File: src/rtl/des_pkg.sv
// des_pkg: DES key-schedule tables, rotation schedule, FSM states and a 28-bit rotate helper.
package des_pkg;
    typedef enum logic {IDLE, ISSUE} state_t;

    // Entries are FIPS bit numbers (1 = MSB) of the source vector.
    localparam int PC1 [56] = '{
        57, 49, 41, 33, 25, 17,  9,  1, 58, 50, 42, 34, 26, 18,
        10,  2, 59, 51, 43, 35, 27, 19, 11,  3, 60, 52, 44, 36,
        63, 55, 47, 39, 31, 23, 15,  7, 62, 54, 46, 38, 30, 22,
        14,  6, 61, 53, 45, 37, 29, 21, 13,  5, 28, 20, 12,  4
    };

    localparam int PC2 [48] = '{
        14, 17, 11, 24,  1,  5,  3, 28, 15,  6, 21, 10,
        23, 19, 12,  4, 26,  8, 16,  7, 27, 20, 13,  2,
        41, 52, 31, 37, 47, 55, 30, 40, 51, 45, 33, 48,
        44, 49, 39, 56, 34, 53, 46, 42, 50, 36, 29, 32
    };

    localparam logic [1:0] SHIFT [16] = '{
        2'd1, 2'd1, 2'd2, 2'd2, 2'd2, 2'd2, 2'd2, 2'd2,
        2'd1, 2'd2, 2'd2, 2'd2, 2'd2, 2'd2, 2'd2, 2'd1
    };

    function automatic logic [27:0] rot28(input logic [27:0] x, input logic [1:0] n, input logic left);
        return left ? (n == 2'd2 ? {x[25:0], x[27:26]} : {x[26:0], x[27]})
                    : (n == 2'd2 ? {x[1:0], x[27:2]} : {x[0], x[27:1]});
    endfunction
endpackage

File: src/rtl/des_pc2.sv
// des_pc2: DES permuted choice 2, 56-bit C||D to 48-bit round subkey (pure wiring).
module des_pc2
    import des_pkg::*;
(
    input  logic [55:0] cd,
    output logic [47:0] subkey
);
    logic unused_cd;

    for (genvar i = 0; i < 48; i++) begin : g_pc2
        assign subkey[47 - i] = cd[56 - PC2[i]];
    end

    // PC-2 drops eight of the 56 bits.
    assign unused_cd = ^cd;
endmodule

File: src/rtl/des_key_sched.sv
// des_key_sched: DES round-key generator issuing K1..K16 (or K16..K1) with valid/ready handshake.
module des_key_sched
    import des_pkg::*;
(
    input  logic        i_clk,
    input  logic        i_rst_n,
    input  logic        i_start,
    input  logic        i_decrypt,
    input  logic [63:0] i_key,
    input  logic        i_next,
    output logic [47:0] o_subkey,
    output logic        o_valid,
    output logic [3:0]  o_round,
    output logic        o_busy,
    output logic        o_done
);
    state_t      state, state_nx;
    logic [27:0] c, d;
    logic [55:0] cd0;
    logic [3:0]  round;
    logic [1:0]  sh;
    logic        dec, done, xfer, load, unused_key;

    for (genvar i = 0; i < 56; i++) begin : g_pc1
        assign cd0[55 - i] = i_key[64 - PC1[i]];
    end

    // Parity bits never reach PC-1's output.
    assign unused_key = ^i_key;
    assign load = state == IDLE && i_start;
    assign xfer = state == ISSUE && i_next;
    assign sh = dec ? SHIFT[4'd15 - round] : SHIFT[round + 4'd1];

    always_comb begin
        state_nx = state;
        if (load) state_nx = ISSUE;
        else if (xfer && round == 4'd15) state_nx = IDLE;
    end

    always_ff @(posedge i_clk) begin
        if (!i_rst_n) begin
            state <= IDLE;
            c     <= '0;
            d     <= '0;
            round <= '0;
            dec   <= 1'b0;
            done  <= 1'b0;
        end else begin
            state <= state_nx;
            done  <= xfer && round == 4'd15;
            if (load) begin
                dec   <= i_decrypt;
                round <= '0;
                c     <= i_decrypt ? cd0[55:28] : rot28(cd0[55:28], 2'd1, 1'b1);
                d     <= i_decrypt ? cd0[27:0] : rot28(cd0[27:0], 2'd1, 1'b1);
            end else if (xfer) begin
                round <= round + 4'd1;
                c     <= rot28(c, sh, !dec);
                d     <= rot28(d, sh, !dec);
            end
        end
    end

    des_pc2 u_pc2 (.cd({c, d}), .subkey(o_subkey));

    assign o_valid = state == ISSUE;
    assign o_busy  = state == ISSUE;
    assign o_round = round;
    assign o_done  = done;
endmodule

File: config.mk
export PLATFORM = sky130hd
export DESIGN_NAME = des_key_sched
export DESIGN_NICKNAME = d
export VERILOG_FILES = /design/src/rtl/des_pkg.sv /design/src/rtl/des_pc2.sv /design/src/rtl/des_key_sched.sv
export SDC_FILE = /design/constraint.sdc
export NUM_CORES = 1
export LEC_CHECK = 0
export ABC_AREA = 1
export CORE_MARGIN = 2
export CORE_UTILIZATION = 25
export DETAILED_ROUTE_END_ITERATION = 8
export GPL_TIMING_DRIVEN = 0
export PLACE_DENSITY = 0.49
export SYNTH_ARGS = -nofsm -noshare
export SYNTH_HDL_FRONTEND = slang
export SYNTH_SLANG_ARGS = --single-unit
File: constraint.sdc
create_clock -name i_clk -period 2.5 [get_ports i_clk]
set_input_delay 0.375 -clock i_clk [delete_from_list [all_inputs] [get_ports i_clk]]
set_output_delay 0.375 -clock i_clk [all_outputs]
set_load 0.01 [all_outputs]
; ---- Word-level counts from Yosys, hierarchy flattened
; Memories as Yosys holds them, arrays and structs flattened.
; Cells that the tools add are included.
[word_totals]
romBits = 64
word_cells = 43
latch_bits = 0
inputBits = 69
mem_bits_rw = 0
out_inout_bits = 55
register_bits = 63
mem_count = 2
[mem_list]
columns = name, depth, width, read_ports, rd_clocked_by_memory_dff, write_ports, line_no
row1 = (no name shown), 16, 2, 1, 0, 0, des_key_sched.sv:32  ; assign sh = dec ? SHIFT[4'd15 - round] : SHIFT[round + 4'd1];
row2 = (no name shown), 16, 2, 1, 0, 0, des_key_sched.sv:32
[classes]
div_mod_pow = 0
muxes = 19
shifts = 0
n_lt_le_gt_ge = 2
reduce_logical = 6
n_bitwise = 4
n_mul = 0
n_eq_ne = 2
addsub = 2
[op_table]
columns = operator, n
row1 = 28-bit 2-to-1 mux, 12
row2 = "5-bit >= comparator, second input constant", 2
row3 = 2-bit 2-to-1 mux, 5
row4 = 4-bit NOT with 5-bit output, 2
row5 = "4-bit by 1-bit adder with 4-bit output, second input constant", 1
row6 = "4-bit equality test, second input constant", 1
row7 = 2-bit nonzero test, 2
row8 = "4-bit subtractor, first input constant", 1
row9 = 1-bit logical AND, 3
row10 = "2-bit equality test, second input constant", 1
row11 = 1-bit 2-to-1 mux, 2
row12 = 1-bit NOT, 2
row13 = 2-bit OR reduction, 1

; ---- Depth between registers and ports, before layout
[logic_depth]
depth_word = 11
depth_mapped = 16
depth_no_buf = 14

; ---- By module
; From an unflattened synthesis, not the netlist that was laid out.
[unflattened]
hier_cells = 1052
hier_area_um2 = 5800.6
[modules_own_cells]
columns = module, instances, cells_each, seq_area_each_um2, area_each_um2
row1 = des_key_sched, 1, 1004, 1261.2, 5440.2
row2 = des_pc2, 1, 48, 0.0, 360.3

; ---- Worst setup path before layout
; No wires, ideal clock.
[synth_timing]
path_type = reg-to-reg
from = register round[1], in the netlist o_round[1]
to = register d[22]
arrival_time_ns = 1.794
period_less_slack_ns = 1.903
slack_ns = 0.597
required_ns = 2.391
path_stages_with_launch = 15
path_buffers = 2
setup_time_ns = 0.109
path_cell_list = dfxtp_1 -> inv_1 -> ha_1 -> o21ai_0 -> nand2_1 -> nand2_1 -> nand3_1 -> buf_2 -> buf_4 -> nand3_1 -> nand2_1 -> nand2_1 -> nand3_1 -> nand2_1 -> inv_1
[synth_between]
elab_chain_len = 11
word_cells_on_any_way = 17
classes_between = add/sub: 2 / eq/ne: 1 / mux: 10 / bitwise: 2 / memory: 2
[synth_rtl]
columns = item, line_no
row1 = "start, declared", des_key_sched.sv:20  ; logic [3:0] round;
row2 = "start signal, assigned", des_key_sched.sv:57  ; round <= round + 4'd1;
row3 = 4-bit by 1-bit adder with 4-bit output or 4-bit subtractor (tied branches), des_key_sched.sv:32
row4 = 4-bit NOT with 5-bit output (not written as such), des_key_sched.sv:32
row5 = memory read 16 x 2 bit, n/a
row6 = 2-bit 2-to-1 mux (not written as such) (2 in series), des_key_sched.sv:32
row7 = 2-bit 2-to-1 mux *, des_key_sched.sv:32
row8 = 2-bit equality test *, "des_pkg.sv:26, des_pkg.sv:27"
row9 = 28-bit 2-to-1 mux (on tied branches), "des_pkg.sv:26, des_pkg.sv:27"
row10 = 28-bit 2-to-1 mux *, des_pkg.sv:26  ; return left ? (n == 2'd2 ? {x[25:0], x[27:26]} : {x[26:0], x[27]})
row11 = 28-bit 2-to-1 mux *, des_key_sched.sv:56  ; end else if (xfer) begin
row12 = 28-bit 2-to-1 mux *, des_key_sched.sv:51  ; if (load) begin
row13 = "end signal, assigned", des_key_sched.sv:55  ; d <= i_decrypt ? cd0[27:0] : rot28(cd0[27:0], 2'd1, 1'b1);
row14 = "end signal, assigned", des_key_sched.sv:59  ; d <= rot28(d, sh, !dec);
row15 = "end, declared", des_key_sched.sv:18  ; logic [27:0] c, d;
; Every way passes the cells marked *; elsewhere a longest branch is shown, timed or not. The select of a mux whose other input is x is not followed.
; A chain may end at the register's enable or synchronous reset.

; ---- Final worst setup path
[layout_timing]
from = input i_next
to = register c[23]
[layout_between]
elab_chain_len = 2
[layout_rtl]
columns = item, line_no
row1 = "start, declared", des_key_sched.sv:10  ; input logic i_next,
row2 = 1-bit logical AND, des_key_sched.sv:31  ; assign xfer = state == ISSUE && i_next;
row3 = 2-bit nonzero test (no line), n/a
row4 = "end signal, assigned", des_key_sched.sv:54  ; c <= i_decrypt ? cd0[55:28] : rot28(cd0[55:28], 2'd1, 1'b1);
row5 = "end signal, assigned", des_key_sched.sv:58  ; c <= rot28(c, sh, !dec);
row6 = "end, declared", des_key_sched.sv:18
; No other way between the ends.

==> key figures <==
Run status
  • Run status: finished clean

STA
  • Worst Skew: 0.008496 ns
  • Final Max Tran Viols: 0
  • Final Hold Viols: 0
  • Tmin final: 2.355 ns
  • Slew HR: 0.4591
  • RSZ-0062 raised after global routing: false
  • Final Cycle Share: 0.9418
  • Slew at the pin closest to its max-slew limit: 0.8114 ns
  • # setup viols final: 0
  • Max Fclk: 424.7 MHz

Clock network
  • TritonCTS Buffers: 9
  • H-tree Lvls: 3
  • Clk Latency, worst-skew pair: 0.35 ns
  • CTS Sinks: 63
  • CTS tree: yes
  • Worst-path clk slew: 0.06 ns
  • Clock Tree Buf Depth: 2
  • CTS root buffer: clkbuf_16

Worst setup path
  • Slowest CP cell: clkbuf_1
  • Crit path max fanout: 10
  • FF-to-FF Start: o_round[0]
  • CP Capture Type: flip-flop
  • Most Frequent Cell on Critical Path: inv_1
  • R2R depth: 14
  • CP arrival: 2.60 ns
  • Crit path cell chain: clkdlybuf4s50_1, nand2_1, inv_1, nor2_1, inv_1, clkbuf_1, nand2_1, inv_1, nand3_1, nand2_1, inv_1
  • Critical Path Max Stage Delay: 0.47 ns
  • Setup CP Type: in2reg
  • Startpoint types: input pin
  • Crit Reg-Reg Endpoint: c[0]
  • Worst Path Required: 2.75 ns
  • Flop-to-flop setup slack: 0.17 ns

Drt
  • Met3 wire len: 1559 um
  • DRT met1 WL: 10680 um
  • Vias: 6857
  • Initial DRC Count: 450
  • DR top layer: met4
  • DR vias/cell: 4.677
  • 1st-pass router iterations: 5
  • DR WL met2: 10060 um
  • Final ANT Viol Nets: 0
  • Routed wire per std cell: 15.63 um
  • Routed WL: 22910 um
  • DRC Markers: 0

Pwr
  • Seq pwr share: 0.308
  • Peak VDD IR: 0.0003192 V
  • Internal: 2527 uW
  • PnR Total Power: 4004 uW
  • Pleak: 0.004294 uW
  • Power per cell area: 529.0 nW/um^2
  • Logic pwr share: 0.385
  • Clk pwr share: 0.307
  • Net Switching: 1477 uW
  • Sw Ratio: 0.3689

Placed design
  • Detailed Place HPWL: 17020 um
  • Placed cell count: 1450
  • Port bufs: 113
  • Routability congestion estimate: 0.8714
  • Cell area after placement: 7288 sq um

Cells and area
  • Ant diodes: 0
  • Final net count: 1251
  • Final std cells w/o fill: 1466
  • Synth-to-Final Area Change: 30.48%
  • Multi-input logic area: 3211 sq um
  • Filler cells: 2613
  • Fraction of layout instances using a drive strength above 1: 0.09145
  • Storage cell area: 1262 sq um
  • Final Util: 0.3333
  • Post-Layout Inst Area: 7569 sq um

Logic synthesis
  • Async S/R FF share, synth: 0
  • Register area share after synthesis: 0.2174
  • Yosys cell types: 22
  • Ys Warns: 0
  • Number of flops mapped to enable cells by yosys: 0
  • Yosys reg bits: 63
  • Post-synth design cell area: 5801 sq um
  • Syn Nets: 1127
  • Area leader, netlist: nand2_1
  • Synthesized area per cell: 5.514 sq um
  • Area contributors post-synth: nand2_1 24%, dfxtp_1 22%, o21ai_0 11%, inv_1 11%, nand3_1 10%
  • Dominant synthesized flop cell: dfxtp_1
  • Top cells by count, synth: 376 x nand2_1, 169 x inv_1, 132 x o21ai_0
  • Cell count after synthesis: 1052
  • Most common cell in the netlist: nand2_1
  • Post-synth top area share: 0.2433

Die
  • Core area: 22710 sq um
  • Io pins: 124
  • Die Width: 156.3 um
  • Die ar.: 24440 sq um
  • Core Rows: 55
  • Initial Util: 0.2554
  • Die Y: 156.3 um

Job
  • Max-cap violations: 0

Global route
  • Global Route Usage Sum: 0.1884
  • Vias in the first global route: 6565
  • First-pass GRT wire length: 35450 um
  • Grt ovf: 0
  • Initial antenna violation count: 0
  • Largest net degree at the start of global routing: 11

Worst hold path
  • Worst hold start: i_rst_n
  • Hold depth: 5
  • Hold Path Class: in2reg
  • Hold endpoint: c[3]
==> cells by family after synthesis <==
logic type / count (synthesis) / synth area share
compound gates: 163 / 0.1415
simple gates: 519 / 0.3643
fa+ha+maj: 6 / 0.01294
mux: 18 / 0.03473
flops: 63 / 0.2174
buf+inv: 283 / 0.2291
==> worst max-delay path, delay by kind of cell <==
| kind | cells | cell delay, ns |
|---|---|---|
| AND/OR/NAND/NOR | 5 | 0.63 |
| buffers and inverters | 6 | 1.58 |
==> state kept, by name (all words and copies together), names as in the netlist <==
register	flops
c	28
d	28
o_round	4
dec	1
o_busy	1
o_done	1
==> cell usage in the layout, fill, tap and decap left out, types with 3 or more instances in the layout <==
master / count
nand2_1: 376
inv_1: 169
o21ai_0: 132
nand3_1: 117
clkdlybuf4s50_1: 113
dfxtp_1: 62
buf_4: 59
clkbuf_1: 41
a21oi_1: 29
nor2_1: 19
mux2_2: 17
clkbuf_16: 9
buf_2: 6
ha_1: 6
buf_6: 5
nand4_1: 3
buf_1: 3
==> worst max-delay path by stage <==
stage	from	endpoint	slack, ns	cells past startpoint
4_1_cts	i_next	c[20]	0.04	11
3_5_place_dp	i_next	c[20]	-0.32	11
2_1_floorplan	o_round[1]	d[22]	0.60	14
5_1_grt	o_round[0]	d[8]	0.02	14
3_3_place_gp	i_next	c[20]	-0.31	11
6_report	i_next	c[23]	0.15	11
==> per-stage QoR <==
stage	hold WS, ns	setup TNS [ns]	worst slack (ns)
floorplan	0.5201	0	0.5973
global route	0.5416	0	0.01783
detailed placement	0.5307	-6.050	-0.3209
CTS	0.4845	0	0.04066
global placement	0.5192	-5.662	-0.3059
finish	0.4845	0	0.1454
==> metal layers <==
metal / vias up / global-route usage
li1: 3465 / -
met1: 3086 / 0.2620
met2: 270 / 0.2947
met3: 36 / 0.02825
met4: 0 / 0.06815
met5: - / 0
==> area by class of cell <==
| cell class | count | area share |
|---|---|---|
| multi-input cells | 706 | 0.4242 |
| flip-flops and latches | 63 | 0.1668 |
| repair buffers | 113 | 0.1494 |
| plain buffers | 113 | 0.09142 |
| inverters | 170 | 0.08431 |
| well taps | 285 | 0.04712 |
| clock buffers | 13 | 0.03439 |
| clock inverters | 3 | 0.002314 |
==> power groups by stage <==
stage	clock network [uW]	registers [uW]	logic [uW]
after CTS	1270	1230	1540
after detailed placement	0	1250	1530
after floorplan	0	1210	966
after global routing	1300	1250	1710
after global placement	0	1260	1530
final	1230	1230	1540
==> timing repair <==
action,4_1_cts,5_1_grt
hold buffers,0,0
gates resized for setup,0,3
setup buffers,0,0
endpoints found under the setup margin,0,12
Power figures use the tool's default switching activity.
